### config.mk
export PLATFORM = sky130hd
export DESIGN_NAME = fetch_unit
export DESIGN_NICKNAME = d
export VERILOG_FILES = /design/src/rtl/fetch_unit.sv
export SDC_FILE = /design/constraint.sdc
export NUM_CORES = 1
export LEC_CHECK = 0
export CORE_ASPECT_RATIO = 1.75
export CORE_MARGIN = 2
export CORE_UTILIZATION = 30
export DETAILED_ROUTE_END_ITERATION = 12
export GPL_TIMING_DRIVEN = 1
export PLACE_DENSITY = 0.67
export RECOVER_POWER = 50
export SYNTH_ARGS = -nofsm -noshare
export SYNTH_HDL_FRONTEND = slang
export SYNTH_SLANG_ARGS = --single-unit
### constraint.sdc
create_clock -name clock -period 4 [get_ports clock]
set_clock_uncertainty 0.05 [all_clocks]
set_input_delay 0.8 -clock clock [delete_from_list [all_inputs] [get_ports clock]]
set_output_delay 0.8 -clock clock [all_outputs]
set_load 0.005 [all_outputs]
### src/rtl/fetch_unit.sv
// LEGv8 multi-cycle fetch front end: PC, instruction register, imem handshake.
// Optional fetch watchdog enabled by defining FETCH_TIMEOUT_EN.
module fetch_unit #(
   parameter logic [63:0] PC_RESET  = 64'h0,
   parameter logic [31:0] NOP_INSTR = 32'h0000_0000,
   parameter int unsigned TIMEOUT   = 16
) (
   input  logic        clock,
   input  logic        reset_n,
   input  logic        il,
   input  logic [1:0]  ps,
   input  logic [63:0] k,
   input  logic [63:0] reg_a,
   output logic [63:0] imem_addr,
   output logic        imem_req,
   input  logic        imem_ack,
   input  logic [31:0] imem_rdata,
   output logic [31:0] instruction,
   output logic [63:0] pc,
   output logic [63:0] ipc,
   output logic        fetch_busy,
   output logic        instr_valid
`ifdef FETCH_TIMEOUT_EN
   ,
   output logic        fetch_err
`endif
);

   typedef enum logic {
      S_IDLE,
      S_WAIT
   } state_t;

   state_t      state_q, state_d;
   logic [63:0] pc_q, pc_d;
   logic [63:0] ipc_q, ipc_d;
   logic [63:0] addr_q, addr_d;
   logic [31:0] instr_q, instr_d;
   logic        req_q, req_d;
   logic        busy_q, busy_d;
   logic        valid_q, valid_d;
   logic [63:0] br_off;

`ifdef FETCH_TIMEOUT_EN
   localparam int unsigned CW = (TIMEOUT > 1) ? $clog2(TIMEOUT + 1) : 1;
   localparam logic [CW-1:0] CNT_LAST = CW'(TIMEOUT - 1);
   logic [CW-1:0] cnt_q, cnt_d;
   logic          err_q, err_d;
`endif

   // B/BL carry a 26-bit offset; B.cond/CBZ/CBNZ carry a 19-bit one
   assign br_off = (instr_q[30:29] == 2'b00)
                 ? {{36{k[25]}}, k[25:0], 2'b00}
                 : {{43{k[18]}}, k[18:0], 2'b00};

   logic unused_k;
   assign unused_k = ^k[63:26];

   always_comb begin
      state_d = state_q;
      pc_d    = pc_q;
      ipc_d   = ipc_q;
      addr_d  = addr_q;
      instr_d = instr_q;
      req_d   = req_q;
      busy_d  = busy_q;
      valid_d = 1'b0;
`ifdef FETCH_TIMEOUT_EN
      cnt_d   = cnt_q;
      err_d   = err_q;
`endif
      case (state_q)
         S_IDLE: begin
            if (il) begin
               addr_d  = pc_q;
               ipc_d   = pc_q;
               req_d   = 1'b1;
               busy_d  = 1'b1;
               state_d = S_WAIT;
`ifdef FETCH_TIMEOUT_EN
               cnt_d   = '0;
`endif
            end
            case (ps)
               2'b01:   pc_d = pc_q + 64'd4;
               2'b10:   pc_d = ipc_q + br_off;
               2'b11:   pc_d = reg_a;
               default: pc_d = pc_q;
            endcase
         end
         S_WAIT: begin
            if (imem_ack) begin
               instr_d = imem_rdata;
               req_d   = 1'b0;
               busy_d  = 1'b0;
               valid_d = 1'b1;
               state_d = S_IDLE;
            end
`ifdef FETCH_TIMEOUT_EN
            else if (cnt_q == CNT_LAST) begin
               instr_d = NOP_INSTR;
               req_d   = 1'b0;
               busy_d  = 1'b0;
               valid_d = 1'b1;
               err_d   = 1'b1;
               state_d = S_IDLE;
            end else begin
               cnt_d = cnt_q + 1'b1;
            end
`endif
         end
         default: state_d = S_IDLE;
      endcase
   end

   always_ff @(posedge clock or negedge reset_n) begin
      if (!reset_n) begin
         state_q <= S_IDLE;
         pc_q    <= PC_RESET;
         ipc_q   <= PC_RESET;
         addr_q  <= '0;
         instr_q <= NOP_INSTR;
         req_q   <= 1'b0;
         busy_q  <= 1'b0;
         valid_q <= 1'b0;
`ifdef FETCH_TIMEOUT_EN
         cnt_q   <= '0;
         err_q   <= 1'b0;
`endif
      end else begin
         state_q <= state_d;
         pc_q    <= pc_d;
         ipc_q   <= ipc_d;
         addr_q  <= addr_d;
         instr_q <= instr_d;
         req_q   <= req_d;
         busy_q  <= busy_d;
         valid_q <= valid_d;
`ifdef FETCH_TIMEOUT_EN
         cnt_q   <= cnt_d;
         err_q   <= err_d;
`endif
      end
   end

   assign imem_addr   = addr_q;
   assign imem_req    = req_q;
   assign instruction = instr_q;
   assign pc          = pc_q;
   assign ipc         = ipc_q;
   assign fetch_busy  = busy_q;
   assign instr_valid = valid_q;
`ifdef FETCH_TIMEOUT_EN
   assign fetch_err   = err_q;
`endif

endmodule

== Word level (Yosys, flattened, before mapping) ==
Index checks and enable logic that the tools add are counted.

* $add $sub $neg: 2
* Equal/unequal tests: 5
* Multiplexer cells: 10
* Bitwise logic cells: 1
* Reductions and logical operators: 6

{| class="wikitable"
|+ Operator list
! kind !! count
|-
| $pmux 64 s3 || 1
|-
| $add 64x3->64 const B || 1
|-
| $add 64x64->64 || 1
|-
| $mux 64 || 1
|-
| $reduce_and 2->1 || 4
|-
| $mux 1 || 6
|-
| $eq 2x2->1 const B || 2
|-
| $ne 2x2->1 const B || 2
|-
| $pmux 1 s2 || 2
|-
| $reduce_bool 3->1 || 1
|-
| $eq 2x1->1 const B || 1
|-
| $logic_not 2->1 || 1
|-
| $not 1->1 || 1
|}

* Bits in registers: 163
* Output and inout port bits: 227

== Longest topological paths before layout ==
* Word-level depth: 4
* Gate-level depth with buffers: 14
* Mapped depth without buffers: 13

== Least setup slack after synthesis ==
Ideal clock, no wire load.

* Kind: input -> register
* From: in k[18]
* To: reg pc_q[62], in the netlist pc[62]
* Arrival time: 4.149 ns
* Path slack: -0.277 ns
* Cell stages on the path: 13
* Buffers on the path: 1
* Path through: o21ai_1 nand2_1 ha_1 clkbuf_1 a21o_1 a221oi_1 o21ai_0 a21o_1 o21ba_2 nor3_1 a21boi_0 o31a_1 o21bai_1

* Longest elaborated chain between the ends: 3

{| class="wikitable"
|+ RTL lines
! item !! RTL line !! RTL
|-
| start, declared || 12 || <nowiki>input logic [63:0] k,</nowiki>
|-
| $mux 64 || 53 || <nowiki>? {{36{k[25]}}, k[25:0], 2'b00}</nowiki>
|-
| $add 64x64->64 || 86 || <nowiki>2'b10: pc_d = ipc_q + br_off;</nowiki>
|-
| $pmux 64 s3 || 84 || <nowiki>case (ps)</nowiki>
|-
| end signal, assigned || 132 || <nowiki>pc_q <= pc_d;</nowiki>
|-
| end, declared || 35 || <nowiki>logic [63:0] pc_q, pc_d;</nowiki>
|}

No other way between the ends.
A chain may end at the register's enable or synchronous reset.

== Worst setup path after layout ==
* From: in k[18]
* To: reg pc_q[55], in the netlist pc[55]

The elaborated chain is that of the path after synthesis.

==> metrics.txt <==
status=complete, but fails checks; failing checks=capacitance limit, slew limit; P_int=0.00813 W; main area contributors after synthesis=dfrtp_1 32%, mux2_2 8.5%, ha_1 6.7%, a21oi_1 5.4%, o21ai_0 4.1%; Setup Buffers After CTS=0; gr usage total=0.231; Starting Density=0.303; Mean Syn Cell Area=8.62 um^2; initial antenna violation count=2; remaining antenna violation count=0; worst path required time=4250 ps; first-pass GRT wire length=78,400 um; Die Width=159 um; clk_lat worst skew=460 ps; Root Buffer=clkbuf_16; post-synth top area share=0.324; CP Buf/Inv Count=2; combinational share of power=0.640; R2R Path Start=instruction[30]; most used cell, CP=a21o_1; post-synthesis sequential area ratio=0.324; critical path arrival=4090 ps; worst slew pin tran=1850 ps; switch share=0.426; Setup TNS=0 ps; hold path depth=1; die height=275 um; Top Family by Delay on Critical Path=compound AO/OA/AOI/OAI gates; initial DRC count=828; filler instances=4,082; # rows=99; worst reg2reg path depth=13; port bufs=354; post-synthesis async set-or-reset flop share=1.00; nets=2,142; DRT Pass-1 Iters=5; TritonCTS Sinks=163; Slew Limit Fails=225; Post-Syn Area=12,600 um^2; # IOs=393; GPL Wtd Cong=0.934; dominant synthesized flop cell=dfrtp_1; drt drc=0; Tmin final=3840 ps; Hold Path End=instruction[19]; Vias=13,300; vias per inst=5.38; P&R area growth vs syn=45.5%; Slew headroom=-0.236; CP peak stage delay=440 ps; CTS tree=done; worst-path maximum fanout=6; Final Cycle Share=0.961; Min-Delay Startpoint=instruction[19]; post-synthesis cell type count=80; synthesized flop and latch total=163; endpoint of the worst register-to-register path=pc[55]; layout cells sized above 1=0.196; gr ovfl total=0; core box area=41,500 um^2; hold crit path type=reg -> reg; R2R setup slack=390 ps; path type of the worst setup path=in -> reg; Fmax=260 MHz; commonest cells in the netlist=163 x dfrtp_1, 136 x a21oi_1, 133 x nand2_1, 106 x nor2_1, 103 x o21ai_0; register area=4080 um^2; Max clock buf depth=2; Final Core Density=0.441; Clock power frac=0.122; Die ar.=43,600 um^2; Max VDD drop=0.390 mV; warnings from Yosys=0; Post-Route WL=51,600 um; EDFF count, synth=0; vias in the first global route=13,700; startpoint types=input pin; critical path capture point type=flop; Post-Synthesis Cells=1,460; most common cell in the synthesized netlist=dfrtp_1; dominant cell type by area after synthesis=dfrtp_1; final setup vio count=0; CTS H-tree depth=4; Clock transition at path regs=80 ps; critical path's slowest cell=clkdlybuf4s50_1; Hold WS=454 ps; HPWL after DPL=40,200 um; Cell Chain, Critical Path=clkdlybuf4s50_1 -> o21ai_2 -> nand2_2 -> buf_4 -> ha_1 -> a21o_1 -> a21o_1 -> a21o_1 -> a221oi_1 -> o21ai_0 -> a21o_1 -> a21bo_2 -> mux2i_1 -> o221ai_1; net switching power=0.00604 W; syn nets=1,694; Sequential Power Share=0.238; Leak Pwr=7.70 nW; Max Cap Viol=5; Avg WL per Cell=20.8 um; multi-input logic area=7610 um^2; CTS buffer count=17; power density over cell area=774 nW/um^2; largest net degree at the start of global routing=78; Final Hold Fails=0
==> layer usage <==
layer  part of all wire  track usage
met5                  0            0
met4              0.049        0.123
met3              0.042       0.0323
met2               0.53        0.433
met1               0.38        0.252
==> layout make-up <==
type                            count  share of cell area
Clock buffer                       17              0.0232
Timing Repair Buffer              577               0.284
Tap cell                          555              0.0379
Clock inverter                     15              0.0102
Inverter                           27             0.00554
Sequential cell                   163               0.223
Multi-Input combinational cell   1122               0.416
Antenna cell                        2            0.000273
==> flip-flops by register name (all words and copies together), names as in the netlist <==
signal / flops
fetch_busy: 1
pc: 64
instr_valid: 1
imem_addr: 64
instruction: 32
state_q: 1
==> placed cells by master, fill, tap and decap left out, types with 13 or more instances in the layout <==
cell type,n
nand3_1,38
buf_4,218
nand4_1,25
nor3_1,27
o21bai_1,14
o21a_1,15
o22ai_1,13
o21ai_0,100
clkdlybuf4s50_1,282
a21o_1,27
and3_1,19
nor2_1,105
nand2_1,133
nor4_1,14
xor2_1,27
mux2_2,95
o221ai_1,16
dlygate4sd3_1,69
dfrtp_1,163
a21oi_1,136
xnor2_1,33
a31oi_1,28
inv_1,27
ha_1,67
clkbuf_16,17
==> worst max-delay path by stage <==
stage	startpoint	end	slack, ps	cells past startpoint
after floorplan	k[18]	pc[62]	90	13
after global placement	k[18]	pc[56]	-460	15
after detailed placement	k[18]	pc[56]	-510	15
after CTS	k[1]	pc[61]	80	14
after global routing	k[18]	pc[56]	-6	15
final	k[18]	pc[55]	160	14
==> timing repair <==
action | 4_1_cts | 5_1_grt
setup endpoints to repair | 1 | 7
pin swaps | 0 | 2
gates cloned | 0 | 1
hold buffers | 0 | 0
gates resized for setup | 1 | 6
==> power groups by stage <==
stage               Clock (W)  Sequential [W]  Combinational, W
floorplan                   0         0.00303           0.00454
global placement            0         0.00337           0.00902
detailed placement          0         0.00340           0.00908
CTS                   0.00178         0.00338           0.00916
global route          0.00184         0.00348           0.00985
finish                0.00173         0.00337           0.00907
==> through the flow <==
step,power [W],setup slack (ps),area (um^2),instances
global route,0.0152,-5.74,18300,2478
detailed placement,0.0125,-514,17700,2443
floorplan,0.00757,88.8,12600,1460
global placement,0.0124,-464,17700,2443
CTS,0.0143,81.6,18300,2475
finish,0.0142,156,18300,2478
==> cell families after synthesis <==
| family | synth area share |
|---|---|
| AOI/OAI and AO/OA | 0.232 |
| xor gates and xnor gates | 0.0418 |
| adders and majority gates | 0.0682 |
| buffers and inverters | 0.0732 |
| DFF | 0.324 |
| muxes | 0.0922 |
| and+or+nand+nor | 0.168 |
Power figures use the tool's default switching activity.
